### config.mk
export PLATFORM = sky130hd
export DESIGN_NAME = dma_scheduler
export DESIGN_NICKNAME = d
export VERILOG_FILES = /design/src/rtl/dma_scheduler.sv
export SDC_FILE = /design/constraint.sdc
export NUM_CORES = 1
export LEC_CHECK = 0
export ABC_AREA = 0
export CAP_MARGIN = 25
export CORE_ASPECT_RATIO = 0.75
export CORE_MARGIN = 2
export CORE_UTILIZATION = 40
export CTS_BUF_LIST = sky130_fd_sc_hd__clkbuf_4 sky130_fd_sc_hd__clkbuf_8
export DETAILED_ROUTE_END_ITERATION = 8
export GPL_TIMING_DRIVEN = 0
export PLACE_DENSITY = 0.7
export RECOVER_POWER = 25
export SETUP_SLACK_MARGIN = 0.5
export SYNTH_ARGS = -nofsm -noshare
export SYNTH_HDL_FRONTEND = slang
export SYNTH_SLANG_ARGS = --single-unit
### constraint.sdc
create_clock -name qclk -period 4.1 [get_ports qclk]
set_clock_uncertainty 0.1 [all_clocks]
set_input_delay 0.82 -clock qclk [delete_from_list [all_inputs] [get_ports qclk]]
set_output_delay 0.82 -clock qclk [all_outputs]
set_load 0.01 [all_outputs]
### src/rtl/dma_scheduler.sv
// Two-channel round-robin DMA scheduler that splits block transfers into single-word QBUS DATI/DATO cycles.
// Define DMA_BURST_EN to let the served channel keep the master for up to BURST_LEN consecutive words.
module dma_scheduler #(
   parameter int BURST_LEN = 4
) (
   input  logic        qclk,
   input  logic        reset_n,
   input  logic        ch0_start,
   input  logic [21:0] ch0_addr,
   input  logic [15:0] ch0_count,
   input  logic        ch0_write,
   input  logic [15:0] ch0_wdata,
   output logic        ch0_wack,
   output logic        ch0_rvalid,
   output logic        ch0_busy,
   output logic        ch0_done,
   output logic        ch0_err,
   input  logic        ch1_start,
   input  logic [21:0] ch1_addr,
   input  logic [15:0] ch1_count,
   input  logic        ch1_write,
   input  logic [15:0] ch1_wdata,
   output logic        ch1_wack,
   output logic        ch1_rvalid,
   output logic        ch1_busy,
   output logic        ch1_done,
   output logic        ch1_err,
   output logic [15:0] rdata,
   output logic        dma_read,
   output logic        dma_write,
   output logic [21:0] dma_addr,
   output logic [15:0] dma_wdata,
   input  logic [15:0] bus_rdata,
   input  logic        dma_complete,
   input  logic        nxm
);

   localparam int CW = $clog2(BURST_LEN + 1);
`ifdef DMA_BURST_EN
   localparam logic [CW-1:0] BURST_MAX = CW'(BURST_LEN);
`else
   localparam logic [CW-1:0] BURST_MAX = CW'(1);
`endif

   typedef enum logic [1:0] {S_IDLE, S_ARB, S_XFER} state_t;

   state_t        state_q, state_d;
   logic [1:0]    busy_q, busy_d;
   logic [1:0]    err_q, err_d;
   logic [1:0]    write_q, write_d;
   logic [1:0]    done_q, done_d;
   logic [1:0]    wack_q, wack_d;
   logic [1:0]    rvalid_q, rvalid_d;
   logic [21:0]   addr_q [2];
   logic [21:0]   addr_d [2];
   logic [15:0]   count_q [2];
   logic [15:0]   count_d [2];
   logic          dma_read_q, dma_read_d;
   logic          dma_write_q, dma_write_d;
   logic [21:0]   dma_addr_q, dma_addr_d;
   logic [15:0]   rdata_q, rdata_d;
   logic          cur_q, cur_d;
   logic          last_q, last_d;
   logic [CW-1:0] burst_q, burst_d;
   logic          sel;

   logic [1:0]    start_w;
   logic [1:0]    write_in;
   logic [21:0]   addr_in [2];
   logic [15:0]   count_in [2];

   assign start_w     = {ch1_start, ch0_start};
   assign write_in    = {ch1_write, ch0_write};
   assign addr_in[0]  = ch0_addr & 22'h3FFFFE;
   assign addr_in[1]  = ch1_addr & 22'h3FFFFE;
   assign count_in[0] = ch0_count;
   assign count_in[1] = ch1_count;

   always_comb begin
      state_d     = state_q;
      busy_d      = busy_q;
      err_d       = err_q;
      write_d     = write_q;
      addr_d      = addr_q;
      count_d     = count_q;
      done_d      = 2'b00;
      wack_d      = 2'b00;
      rvalid_d    = 2'b00;
      dma_read_d  = dma_read_q;
      dma_write_d = dma_write_q;
      dma_addr_d  = dma_addr_q;
      rdata_d     = rdata_q;
      cur_d       = cur_q;
      last_d      = last_q;
      burst_d     = burst_q;
      sel         = last_q;

      // A finished word or an aborted transfer releases the master this cycle.
      if (state_q == S_XFER && dma_complete) begin
         dma_read_d  = 1'b0;
         dma_write_d = 1'b0;
         if (nxm) begin
            err_d[cur_q]  = 1'b1;
            done_d[cur_q] = 1'b1;
            busy_d[cur_q] = 1'b0;
            burst_d       = BURST_MAX;
         end else begin
            if (write_q[cur_q]) begin
               wack_d[cur_q] = 1'b1;
            end else begin
               rvalid_d[cur_q] = 1'b1;
               rdata_d         = bus_rdata;
            end
            addr_d[cur_q]  = addr_q[cur_q] + 22'd2;
            count_d[cur_q] = count_q[cur_q] - 16'd1;
            if (count_q[cur_q] == 16'd1) begin
               done_d[cur_q] = 1'b1;
               busy_d[cur_q] = 1'b0;
               burst_d       = BURST_MAX;
            end
         end
      end

      // Keep the last channel while its burst allowance lasts, otherwise hand over.
      if (state_q == S_ARB && busy_q != 2'b00) begin
         if (busy_q == 2'b11) begin
            sel = (burst_q < BURST_MAX) ? last_q : ~last_q;
         end else begin
            sel = busy_q[1];
         end
         dma_addr_d  = addr_q[sel];
         dma_read_d  = ~write_q[sel];
         dma_write_d = write_q[sel];
         cur_d       = sel;
         last_d      = sel;
         burst_d     = (sel == last_q && burst_q < BURST_MAX) ? burst_q + 1'b1 : CW'(1);
      end

      // A channel that just finished may take a new request in the same cycle.
      for (int i = 0; i < 2; i++) begin
         if (start_w[i] && !busy_d[i]) begin
            addr_d[i]  = addr_in[i];
            count_d[i] = count_in[i];
            write_d[i] = write_in[i];
            err_d[i]   = 1'b0;
            if (count_in[i] == 16'd0) begin
               done_d[i] = 1'b1;
               busy_d[i] = 1'b0;
            end else begin
               busy_d[i] = 1'b1;
            end
         end
      end

      case (state_q)
         S_IDLE:  if (busy_d != 2'b00) state_d = S_ARB;
         S_ARB:   state_d = (busy_q != 2'b00) ? S_XFER : S_IDLE;
         S_XFER:  if (dma_complete) state_d = (busy_d != 2'b00) ? S_ARB : S_IDLE;
         default: state_d = S_IDLE;
      endcase
   end

   always_ff @(posedge qclk) begin
      if (!reset_n) begin
         state_q     <= S_IDLE;
         busy_q      <= 2'b00;
         err_q       <= 2'b00;
         write_q     <= 2'b00;
         done_q      <= 2'b00;
         wack_q      <= 2'b00;
         rvalid_q    <= 2'b00;
         for (int i = 0; i < 2; i++) begin
            addr_q[i]  <= 22'd0;
            count_q[i] <= 16'd0;
         end
         dma_read_q  <= 1'b0;
         dma_write_q <= 1'b0;
         dma_addr_q  <= 22'd0;
         rdata_q     <= 16'd0;
         cur_q       <= 1'b0;
         last_q      <= 1'b1;
         burst_q     <= BURST_MAX;
      end else begin
         state_q     <= state_d;
         busy_q      <= busy_d;
         err_q       <= err_d;
         write_q     <= write_d;
         done_q      <= done_d;
         wack_q      <= wack_d;
         rvalid_q    <= rvalid_d;
         addr_q      <= addr_d;
         count_q     <= count_d;
         dma_read_q  <= dma_read_d;
         dma_write_q <= dma_write_d;
         dma_addr_q  <= dma_addr_d;
         rdata_q     <= rdata_d;
         cur_q       <= cur_d;
         last_q      <= last_d;
         burst_q     <= burst_d;
      end
   end

   assign ch0_wack   = wack_q[0];
   assign ch1_wack   = wack_q[1];
   assign ch0_rvalid = rvalid_q[0];
   assign ch1_rvalid = rvalid_q[1];
   assign ch0_busy   = busy_q[0];
   assign ch1_busy   = busy_q[1];
   assign ch0_done   = done_q[0];
   assign ch1_done   = done_q[1];
   assign ch0_err    = err_q[0];
   assign ch1_err    = err_q[1];
   assign rdata      = rdata_q;
   assign dma_read   = dma_read_q;
   assign dma_write  = dma_write_q;
   assign dma_addr   = dma_addr_q;
   // The device holds its word until wack, so DATO data is taken straight from the served channel.
   assign dma_wdata  = dma_write_q ? (cur_q ? ch1_wdata : ch0_wdata) : 16'h0000;

endmodule

==> impl_metrics.ini <==
[placed_design]
gp_congestion = 0.913
dp.cells = 1267
placed_area_um2 = 9480
dp_hpwl_mm = 19.6
io_buffers = 195

[cells_and_area]
fillers = 1627
drive_gt1_share_pct = 10.4
final_cell_area_um2 = 10100
fin_nets = 1192
diodes = 0
fin_cells = 1309
area_growth_pct = 40.1

[routing]
drt_wl_total_mm = 26.6
drt_iter0_markers = 737
vias_per_cell = 5.67
vias = 7421
drc = 0
detail_route.first_pass.iterations = 5
drtAntennaViolNets = 0
drt-wirelength-per-cell_um = 20.3

[worst_setup_path]
path_class = in2reg
slowest_stage = nor3_1
crit_arrival_ps = 3770
start_kind = input pin
crit_required_ps = 4360
cp_max_fo = 10
path_cells = clkdlybuf4s50_1, nand3b_1, nor3_1, clkbuf_1, nand3_1, xor2_1, a211oi_1
cp_slowest_stage_delay_ps = 690
worst-path-buf-inv = 2
crit_path_end_kind = register
cpLargestDelayFamily = simple AND/OR/NAND/NOR gates

[power]
power_density_nw_per_um2 = 331
vdd_drop_max_uv = 200
power.leakage_uw = 0.00376
power_uw = 3350

[sta]
relSlewSlack_pct = 41.3
period_needed_ps = 3500
max_freq_mhz = 285
maxSlewViolCount = 0
setup_violations = 0
worstMarginPinSlew_ps = 880
hold_viol = 0
rsz0062_at_grt = false
fin_crit_sh_pct = 85.4
tns_ps = 0

[floorplan]
core_um2 = 17700
chipHeight_um = 120
placementRows = 42
initial_core_util_pct = 40.9
io_pins = 198
die_area_um2 = 19200
die_w_um = 159

[logic_synthesis]
syn_area_per_cell_um2 = 8.70
synth_seq_cells = 135
synth_nets = 966
synth_edf_count = 0
ys_seq_area_share_pct = 37.4
mappedNetlistArea_um2 = 7220
yosys_warnings = 0
synth_flop_cell = dfxtp_1
netlist_instances = 830
async_reset_ff_share_pct = 0
synth_cell_types = 70

[global_route]
grt-ovfl-total = 0
antenna_found_initial = 0
top_usage_layer = met2
grt_pass1_wl_mm = 40.5
track_usage_pct = 27.6
grt_pass1_vias = 6954
grt_use_met1_pct = 39.2
met3_usage_pct = 8.82
grtUsageMet2_pct = 40.0
grt_max_degree = 17

[clock_network]
clkLatencyLatePin_ps = 460
cts.htree.levels = 4
numCtsBuffers = 17
cts_tree = done
cts.root.buffer_cell = clkbuf_8
clk_transition_reported_paths_ps = 80
clockBufferDepth = 2
clock_sinks = 135

[flow_run]
maxCapViolCount = 0

[hold_path]
min_path_type = reg2reg

[status]
status = completed
==> timing repair <==
action	CTS	global route
endpoints found under the setup margin	104	94
pin swaps	1	6
setup buffers	6	6
resized for setup	28	25
hold buffers	0	0
==> per-layer routing <==
metal  share of wire (%)  vias to the layer above
met5                   0                        -
li1                    -                     3479
met4                 2.0                        0
met2                  42                      439
met3                  11                       50
met1                  45                     3453
==> metrics by stage <==
stage / util [%] / hold slack (ps) / worst slack (ps)
floorplan: - / 329 / 582
global placement: 53.7 / 344 / -492
detailed placement: 53.7 / 348 / -567
CTS: 56.6 / 360 / 488
global route: 57.3 / 368 / 516
finish: 57.3 / 364 / 597
==> worst paths after layout <==
check / cells past startpoint / slack (ps) / to / start
worst max-delay path: 7 / 600 / addr_q[31] / dma_complete
worst min-delay path: 2 / 360 / count_q[25] / count_q[25]
worst max register to register: 15 / 660 / count_q[15] / cur_q
worst min register to register: 2 / 360 / count_q[25] / count_q[25]
==> placed cells by master, fill, tap and decap left out, types with 5 or more instances in the layout <==
| cell | n |
|---|---|
| a211oi_2 | 14 |
| clkbuf_4 | 9 |
| o21ai_0 | 25 |
| a31oi_1 | 5 |
| a21oi_1 | 42 |
| a22oi_1 | 10 |
| clkdlybuf4s50_1 | 145 |
| nor3_1 | 27 |
| or3_1 | 6 |
| a2bb2oi_1 | 5 |
| clkbuf_1 | 28 |
| inv_1 | 14 |
| buf_2 | 6 |
| dfxtp_1 | 135 |
| nand2_1 | 57 |
| buf_6 | 9 |
| xor2_1 | 20 |
| nor2_1 | 103 |
| nand3_1 | 14 |
| o21a_1 | 8 |
| o211ai_1 | 8 |
| clkbuf_8 | 22 |
| xnor2_1 | 28 |
| mux2i_1 | 72 |
| nand4b_1 | 5 |
| and3_1 | 6 |
| buf_4 | 15 |
| nand4_1 | 16 |
| nor4_1 | 15 |
| a211oi_1 | 38 |
| dlygate4sd3_1 | 49 |
| nor2b_1 | 19 |
==> worst min-delay path, cell delays in order (launching register included) <==
cell and delay (ps):
dfxtp_1 310, nand2_1 60, a21oi_1 50
==> final cells by class <==
cell class	instances	area (um^2)	area share (%)
clock buffer	27	340	3.36
inverter	14	52.6	0.519
clock inverter	3	40.0	0.396
sequential	135	2700	26.7
timing repair buffer	207	2050	20.3
buffer	59	389	3.85
multi-input combinational	622	4240	41.9
tap	242	303	2.99
==> cells in the mapped netlist (3+ instances only) <==
cell type  count  area share (%)
or3_1          6            0.52
buf_2         14            0.97
a211oi_1      39             4.1
nand3_1       14            0.97
a211oi_2      13             2.3
a22oi_1       10             1.0
a21oi_1       45             3.1
buf_6          7             1.1
xnor2_1       28             3.4
o211ai_1       8            0.83
a222oi_1       3            0.42
buf_1          3            0.16
nand2b_1       3            0.26
nor2b_1       19             1.6
inv_1         14            0.73
o211a_1        3            0.42
nand4b_1       5            0.61
o22ai_1        3            0.26
a22o_1         4            0.48
nor2_1       103             5.4
ha_1           4            0.69
xor2_1        20             2.4
mux2i_1       74              10
a31oi_1        5            0.43
nand2_1       57             3.0
o21ai_0       25             1.7
dfxtp_1      135              37
nor4_1        16             1.4
o21ai_1        3            0.21
o21a_1         8            0.83
nor3_1        27             1.9
clkbuf_1      33             1.7
o41ai_1        3            0.36
and3_1         6            0.52
nand3b_1       3            0.31
nand4_1       16             1.4
and2_1         4            0.35
a2bb2oi_1      5            0.61
==> logic make-up after synthesis <==
family	after synthesis	share of synthesized area [%]
XOR/XNOR	48	5.82
AO/OA/AOI/OAI	197	20.1
buffers and inverters	73	4.83
AND/OR/NAND/NOR	297	20.6
multiplexers	76	10.6
flip-flops	135	37.4
adder cells (fa/ha/maj)	4	0.693
==> registers in the layout, indices dropped and copies added, names as in the netlist <==
register,count
addr_q,44
burst_q,3
busy_q,2
count_q,32
cur_q,1
dma_addr,22
dma_read,1
dma_write,1
done_q,2
err_q,2
last_q,1
rdata,16
rvalid_q,2
state_q,2
wack_q,2
write_q,2
==> report_power, final <==
part	switching [uW]	internal (uW)	total, uW	leakage [uW]
combinational	397	365	762	0.00245
sequential	87.6	1400	1490	0.00111
clock	515	587	1100	0.000203
No activity file was read; power rests on OpenSTA's default activity.
